==> src/rtl/uncache_bus_arbiter_pkg.sv <==
// -----------------------------------------------------------------------------
// Package: cpu_defines
// Purpose: shared types and constants for the uncached bus arbiter slice.
//   arb_state_t - arbiter FSM states (IDLE, ISSUE, WAIT, RESP)
//   arb_owner_t - which requester owns the current bus transaction
//   KSEG0_BASE / KSEG1_BASE / KSEG2_BASE - MIPS-style segment boundaries used
//   by the virtual-to-physical address strip.
// -----------------------------------------------------------------------------
package cpu_defines;

  typedef enum logic [1:0] {
    IDLE,
    ISSUE,
    WAIT,
    RESP
  } arb_state_t;

  typedef enum logic {
    OWN_I,
    OWN_D
  } arb_owner_t;

  localparam logic [31:0] KSEG0_BASE = 32'h8000_0000;
  localparam logic [31:0] KSEG1_BASE = 32'hA000_0000;
  localparam logic [31:0] KSEG2_BASE = 32'hC000_0000;

endpackage

==> src/rtl/uncache_bus_arbiter_kseg_xlate.sv <==
// -----------------------------------------------------------------------------
// Module: kseg_xlate
// Purpose: purely combinational virtual-to-physical translation for the
//   unmapped segments. kseg1 and kseg0 addresses have their segment base
//   stripped; every other address passes through untouched.
// Ports:
//   vaddr_i  in  ADDR_W  virtual address
//   paddr_o  out ADDR_W  physical address
// -----------------------------------------------------------------------------
module kseg_xlate
  import cpu_defines::*;
#(
  parameter int ADDR_W = 32
) (
  input  logic [ADDR_W-1:0] vaddr_i,
  output logic [ADDR_W-1:0] paddr_o
);

  localparam logic [ADDR_W-1:0] K0_BASE = ADDR_W'(KSEG0_BASE);
  localparam logic [ADDR_W-1:0] K1_BASE = ADDR_W'(KSEG1_BASE);
  localparam logic [ADDR_W-1:0] K2_BASE = ADDR_W'(KSEG2_BASE);

  // Segment decode: kseg1 occupies [K1_BASE, K2_BASE), kseg0 occupies
  // [K0_BASE, K1_BASE). Anything else (kuseg, kseg2/3) is passed through.
  always_comb begin
    paddr_o = vaddr_i;
    if (vaddr_i >= K1_BASE && vaddr_i < K2_BASE) begin
      paddr_o = vaddr_i - K1_BASE;
    end else if (vaddr_i >= K0_BASE && vaddr_i < K1_BASE) begin
      paddr_o = vaddr_i - K0_BASE;
    end
  end

endmodule

==> src/rtl/uncache_bus_arbiter.sv <==
// -----------------------------------------------------------------------------
// Module: uncache_bus_arbiter
// Purpose: shares one uncached SRAM-style bus port between the instruction
//   fetch (IF) and data (MEM) uncached paths. One transaction is outstanding
//   at a time; the winner's address is translated and registered, the bus is
//   driven from registers, and the response is routed back to the winner.
//   A WAIT phase longer than TIMEOUT cycles raises a sticky error and returns
//   a zero-data response so the requester never hangs.
// Configuration:
//   ARB_ROUND_ROBIN_EN - when defined, simultaneous requests go to the side
//   not granted last; otherwise MEM always beats IF.
// Ports:
//   clk, rst                          clock, async active-high reset
//   i_req_i, i_vaddr_i                IF read request
//   i_ack_o, i_rvalid_o, i_rdata_o    IF accept pulse / response
//   d_req_i, d_wr_i, d_vaddr_i,
//   d_wstrb_i, d_wdata_i              MEM read/write request
//   d_ack_o, d_rvalid_o, d_rdata_o    MEM accept pulse / response
//   bus_req_o, bus_wr_o, bus_addr_o,
//   bus_wstrb_o, bus_wdata_o          bus address/write phase
//   bus_addr_ok_i, bus_data_ok_i,
//   bus_rdata_i                       bus handshakes and read data
//   err_o                             sticky timeout flag
// -----------------------------------------------------------------------------
module uncache_bus_arbiter
  import cpu_defines::*;
#(
  parameter int ADDR_W  = 32,
  parameter int DATA_W  = 32,
  parameter int TIMEOUT = 255
) (
  input  logic                  clk,
  input  logic                  rst,
  input  logic                  i_req_i,
  input  logic [ADDR_W-1:0]     i_vaddr_i,
  output logic                  i_ack_o,
  output logic                  i_rvalid_o,
  output logic [DATA_W-1:0]     i_rdata_o,
  input  logic                  d_req_i,
  input  logic                  d_wr_i,
  input  logic [ADDR_W-1:0]     d_vaddr_i,
  input  logic [DATA_W/8-1:0]   d_wstrb_i,
  input  logic [DATA_W-1:0]     d_wdata_i,
  output logic                  d_ack_o,
  output logic                  d_rvalid_o,
  output logic [DATA_W-1:0]     d_rdata_o,
  output logic                  bus_req_o,
  output logic                  bus_wr_o,
  output logic [ADDR_W-1:0]     bus_addr_o,
  output logic [DATA_W/8-1:0]   bus_wstrb_o,
  output logic [DATA_W-1:0]     bus_wdata_o,
  input  logic                  bus_addr_ok_i,
  input  logic                  bus_data_ok_i,
  input  logic [DATA_W-1:0]     bus_rdata_i,
  output logic                  err_o
);

  localparam int STRB_W = DATA_W / 8;
  // The WAIT counter starts at 0 on the first WAIT cycle, so the last
  // allowed WAIT cycle is the one where it reads TIMEOUT-1.
  localparam logic [7:0] WAIT_LAST = 8'(TIMEOUT - 1);

  arb_state_t          state_q;
  arb_owner_t          owner_q;
  logic [ADDR_W-1:0]   addr_q;
  logic                wr_q;
  logic [STRB_W-1:0]   wstrb_q;
  logic [DATA_W-1:0]   wdata_q;
  logic [DATA_W-1:0]   rdata_q;
  logic [7:0]          waitCnt_q;
  logic                err_q;
`ifdef ARB_ROUND_ROBIN_EN
  arb_owner_t          grant_q;
`endif

  logic                pickD_d;
  logic                accept_d;
  logic [ADDR_W-1:0]   vaddr_d;
  logic [ADDR_W-1:0]   paddr_d;
  logic                wr_d;
  logic [STRB_W-1:0]   wstrb_d;
  logic [DATA_W-1:0]   wdata_d;

  // Arbitration and capture mux. Acceptance is blocked while rst is high so
  // a requester never sees an ack that the reset immediately discards.
  // IF is read-only, so its write fields are forced to zero here.
  always_comb begin
`ifdef ARB_ROUND_ROBIN_EN
    pickD_d = d_req_i && (!i_req_i || grant_q == OWN_I);
`else
    pickD_d = d_req_i;
`endif
    accept_d = !rst && (state_q == IDLE) && (i_req_i || d_req_i);
    vaddr_d  = pickD_d ? d_vaddr_i : i_vaddr_i;
    wr_d     = pickD_d && d_wr_i;
    wstrb_d  = wr_d ? d_wstrb_i : '0;
    wdata_d  = pickD_d ? d_wdata_i : '0;
  end

  kseg_xlate #(
    .ADDR_W (ADDR_W)
  ) u_xlate (
    .vaddr_i (vaddr_d),
    .paddr_o (paddr_d)
  );

  // Transaction FSM: capture in IDLE, hold the address phase in ISSUE until
  // the bus takes it, wait for data (bounded by the timeout) and present the
  // response for exactly one cycle in RESP. An addr_ok+data_ok pair in ISSUE
  // skips WAIT entirely. Any data_ok arriving outside ISSUE/WAIT is ignored.
  always_ff @(posedge clk or posedge rst) begin
    if (rst) begin
      state_q   <= IDLE;
      owner_q   <= OWN_D;
      addr_q    <= '0;
      wr_q      <= 1'b0;
      wstrb_q   <= '0;
      wdata_q   <= '0;
      rdata_q   <= '0;
      waitCnt_q <= '0;
      err_q     <= 1'b0;
`ifdef ARB_ROUND_ROBIN_EN
      grant_q   <= OWN_D;
`endif
    end else begin
      case (state_q)
        IDLE: begin
          if (accept_d) begin
            owner_q <= pickD_d ? OWN_D : OWN_I;
            addr_q  <= paddr_d;
            wr_q    <= wr_d;
            wstrb_q <= wstrb_d;
            wdata_q <= wdata_d;
`ifdef ARB_ROUND_ROBIN_EN
            grant_q <= pickD_d ? OWN_D : OWN_I;
`endif
            state_q <= ISSUE;
          end
        end
        ISSUE: begin
          if (bus_addr_ok_i) begin
            waitCnt_q <= '0;
            if (bus_data_ok_i) begin
              rdata_q <= bus_rdata_i;
              state_q <= RESP;
            end else begin
              state_q <= WAIT;
            end
          end
        end
        WAIT: begin
          if (bus_data_ok_i) begin
            rdata_q <= bus_rdata_i;
            state_q <= RESP;
          end else if (waitCnt_q == WAIT_LAST) begin
            err_q   <= 1'b1;
            rdata_q <= '0;
            state_q <= RESP;
          end else begin
            waitCnt_q <= waitCnt_q + 8'd1;
          end
        end
        RESP: begin
          state_q <= IDLE;
        end
        default: begin
          state_q <= IDLE;
        end
      endcase
    end
  end

  // Requester and bus outputs are decoded from registered state only, apart
  // from the same-cycle ack pulses.
  always_comb begin
    i_ack_o     = accept_d && !pickD_d;
    d_ack_o     = accept_d && pickD_d;
    i_rvalid_o  = (state_q == RESP) && (owner_q == OWN_I);
    d_rvalid_o  = (state_q == RESP) && (owner_q == OWN_D);
    i_rdata_o   = rdata_q;
    d_rdata_o   = rdata_q;
    bus_req_o   = (state_q == ISSUE);
    bus_wr_o    = wr_q;
    bus_addr_o  = addr_q;
    bus_wstrb_o = wstrb_q;
    bus_wdata_o = wdata_q;
    err_o       = err_q;
  end

endmodule

==> config.mk <==
export PLATFORM = sky130hd
export DESIGN_NAME = uncache_bus_arbiter
export DESIGN_NICKNAME = d
export VERILOG_FILES = /design/src/rtl/uncache_bus_arbiter_pkg.sv /design/src/rtl/uncache_bus_arbiter_kseg_xlate.sv /design/src/rtl/uncache_bus_arbiter.sv
export SDC_FILE = /design/constraint.sdc
export NUM_CORES = 1
export LEC_CHECK = 0
export ABC_AREA = 0
export CAP_MARGIN = 30
export CORE_ASPECT_RATIO = 1.5
export CORE_MARGIN = 2
export CORE_UTILIZATION = 40
export CTS_CLUSTER_DIAMETER = 150
export DETAILED_ROUTE_END_ITERATION = 10
export PLACE_DENSITY = 0.79
export SLEW_MARGIN = 20
export SYNTH_ARGS = -nofsm -noshare
export SYNTH_HDL_FRONTEND = slang
export SYNTH_HIERARCHICAL = 1
export SYNTH_SLANG_ARGS = --single-unit
==> constraint.sdc <==
create_clock -name clk -period 5.8 [get_ports clk]
set_input_delay 1.74 -clock clk [delete_from_list [all_inputs] [get_ports clk]]
set_output_delay 1.74 -clock clk [all_outputs]
set_load 0.05 [all_outputs]
==> results.sh <==
export IMPL_avgViaCountPerCell=5.236
export IMPL_dp_hpwl_um=12480
export IMPL_reg2regPathDepth=6
export IMPL_synth_seq_cells=113
export IMPL_grt_overflow=0
export IMPL_synth_edf_count=0
export IMPL_diodes=0
export IMPL_status="finished, final reports clean"
export IMPL_cts_resized=0
export IMPL_finalPower_mw=5.893
export IMPL_syn_num_nets=644
export IMPL_area_growth_pct=55.34
export IMPL_fp_row_count=52
export IMPL_cts_sinks=113
export IMPL_hold_violations=0
export IMPL_drt_pass1_iterations=4
export IMPL_stdcell_area_um2=8626
export IMPL_chipHeight_um=148.3
export IMPL_drv_slew=0
export IMPL_reg2reg_slack_ns=3.12
export IMPL_ctsHoldBuffers=0
export IMPL_yosys_top_cells_count="112 x dfrtp_1, 72 x nand2_1, 65 x mux2_2"
export IMPL_hold_class="flop to flop"
export IMPL_period_needed_ns=4.651
export IMPL_setup_viol=0
export IMPL_post_cts_buffers=0
export IMPL_clkTransAtPathRegs_ns=0.05
export IMPL_cellPowerDensity_nw_per_um2=683.2
export IMPL_yosys_top_cells_area="dfrtp_1 50%, mux2_2 13%, buf_4 8.2%, a22o_1 5.2%, nand2_1 4.9%"
export IMPL_avgSynthCellArea_um2=11.20
export IMPL_hold_start="err_o"
export IMPL_cts_buffer_depth=2
export IMPL_synth_area_um2=5553
export IMPL_r2r_end="d_rdata_o[14]"
export IMPL_initial_core_util=0.4103
export IMPL_drive_gt1_frac=0.1565
export IMPL_ys_warn_count=6
export IMPL_cts_buffers=17
export IMPL_final_nets=857
export IMPL_r2r_start="state_q[1]"
export IMPL_syn_inst=496
export IMPL_drcViolationCount=0
export IMPL_yosysTopAreaCell="dfrtp_1"
export IMPL_clk_latency_ns=0.41
export IMPL_h_tree_depth=4
export IMPL_synth_most_common_cell="dfrtp_1"
export IMPL_track_usage=0.2188
export IMPL_clock_skew_ns=0.01191
export IMPL_core_um2=13530
export IMPL_drt_iter0_drc=183
export IMPL_fill_cells=1047
export IMPL_hold_end="err_o"
export IMPL_ys_flop_type="dfrtp_1"
export IMPL_crit_required_ns=4.06
export IMPL_synth_seq_area_share=0.5095
export IMPL_critical_path_class="input port to primary output"
export IMPL_wl_um=16260
export IMPL_timing_fmax_mhz=215.0
export IMPL_cts_root_buf="clkbuf_16"
export IMPL_grt_setup_unrepaired="no"
export IMPL_maxCapViolCount=0
export IMPL_hold_path_cell_count=1
export IMPL_cts_tree="built"
export IMPL_placed_area_um2=8004
export IMPL_via_count=4629
export IMPL_p_leak_nw=3.701
export IMPL_start_kind="input port"
export IMPL_grt_pass1_wl_um=25100
export IMPL_ys_types=45
export IMPL_grt_start_max_net_pins=73
export IMPL_grt_pass1_vias=4921
export IMPL_die_x_um=100.2
export IMPL_place_port_buffers=277
export IMPL_gp_congestion=0.8413
export IMPL_antenna_found_initial=0
export IMPL_async_reset_ff_frac=1.000
export IMPL_drtAntennaViolNets=0
export IMPL_die_area_um2=14860
export IMPL_worstPathArrival_ns=2.91
export IMPL_relSlewSlack=0.3464
export IMPL_io_pins=278
export IMPL_ir_worst_vdd_uv=310.1
export IMPL_path_max_fanout=2
export IMPL_worst_slew_pin_slew_ns=0.9804
export IMPL_finalCritPeriodShare=0.8020
export IMPL_finalSetupTns_ns=0
export IMPL_synth_top_area_share=0.5047
export IMPL_cp_end_kind="primary output"
export IMPL_wl_per_cell_um=18.39
[where the power goes]
part	total [mW]	internal (mW)	switching (mW)
clock	1.09	0.689	0.397
combinational	3.38	1.17	2.22
sequential	1.42	1.16	0.261
total	5.89	3.02	2.87
[critical path, stage by stage]
cell and delay [ns]:
clkdlybuf4s50_1 0.46, nor2b_1 0.24, o21ai_4 0.09, nor2_1 0.15
buf_4 0.23
[worst max-delay path by stage]
| stage | from | end | slack [ns] | depth (start not counted) |
|---|---|---|---|---|
| finish | rst | i_ack_o | 1.15 | 5 |
| global route | rst | i_ack_o | 1.09 | 5 |
| CTS | rst | d_ack_o | 1.15 | 4 |
| detailed placement | rst | d_ack_o | 1.15 | 4 |
| global placement | rst | d_ack_o | 1.15 | 4 |
| floorplan | d_req_i | i_ack_o | 1.04 | 4 |
[registers in the layout (all words and copies together), names as in the netlist]
| signal | flops |
|---|---|
| bus_addr_o | 32 |
| bus_wdata_o | 32 |
| d_rdata_o | 32 |
| waitCnt_q | 8 |
| bus_wstrb_o | 4 |
| state_q | 2 |
| bus_wr_o | 1 |
| err_o | 1 |
| owner_q | 1 |
[placed cells by master, fill, tap and decap left out, drive strengths merged, types with 2 or more instances in the layout]
cell type | synthesis | final
and4 | 3 | 3
nand4 | 3 | 3
a31oi | 5 | 5
clkinv | 0 | 6
mux2 | 66 | 66
o211ai | 3 | 3
inv | 12 | 18
dfrtp | 112 | 112
nand3 | 3 | 3
and3 | 2 | 2
clkbuf | 11 | 17
a22o | 33 | 33
bufinv | 0 | 3
a21oi | 4 | 4
o21ai | 41 | 41
clkdlybuf4s50 | 0 | 275
or4 | 2 | 2
nand2b | 2 | 2
ha | 9 | 9
a21o | 2 | 2
nor2 | 3 | 3
and2 | 3 | 3
a211oi | 3 | 3
nor4 | 6 | 6
a32o | 4 | 4
nor2b | 4 | 4
buf | 78 | 8
nand2 | 72 | 72
[cells by family (layout without fill, tap and decap cells)]
family / count (synthesis) / after routing / share of synthesized area
compound gates: 103 / 103 / 0.1332
fa+ha+maj: 9 / 9 / 0.02028
buf+inv: 101 / 327 / 0.1160
flops: 113 / 113 / 0.5095
mux: 66 / 66 / 0.1338
simple gates: 104 / 104 / 0.08720
[layout make-up]
cell class / count / area [um2] / area share
Clock inverter: 15 / 196.4 / 0.02277
Multi-Input combinational cell: 282 / 2087 / 0.2419
Clock buffer: 17 / 425.4 / 0.04932
Inverter: 12 / 47.55 / 0.005512
Tap cell: 162 / 202.7 / 0.02350
Timing Repair Buffer: 283 / 2838 / 0.3290
Sequential cell: 113 / 2829 / 0.3280
[through the flow]
step,hold WS (ns),std cells,utilization,worst slack (ns)
floorplan,0.4453,496,-,1.042
global placement,0.4587,851,0.5900,1.151
detailed placement,0.4872,852,0.5914,1.150
CTS,0.4975,884,0.6374,1.150
global route,0.5155,884,0.6374,1.095
finish,0.5014,884,0.6374,1.149
[per-layer routing]
layer / wire length, um / share of wire / GRT usage
met1: 5514 / 0.34 / 0.2190
met5: 0 / 0 / 0
met4: 580 / 0.036 / 0.1041
met2: 8641 / 0.53 / 0.3956
met3: 1524 / 0.094 / 0.07895
No activity file was read; power rests on OpenSTA's default activity.
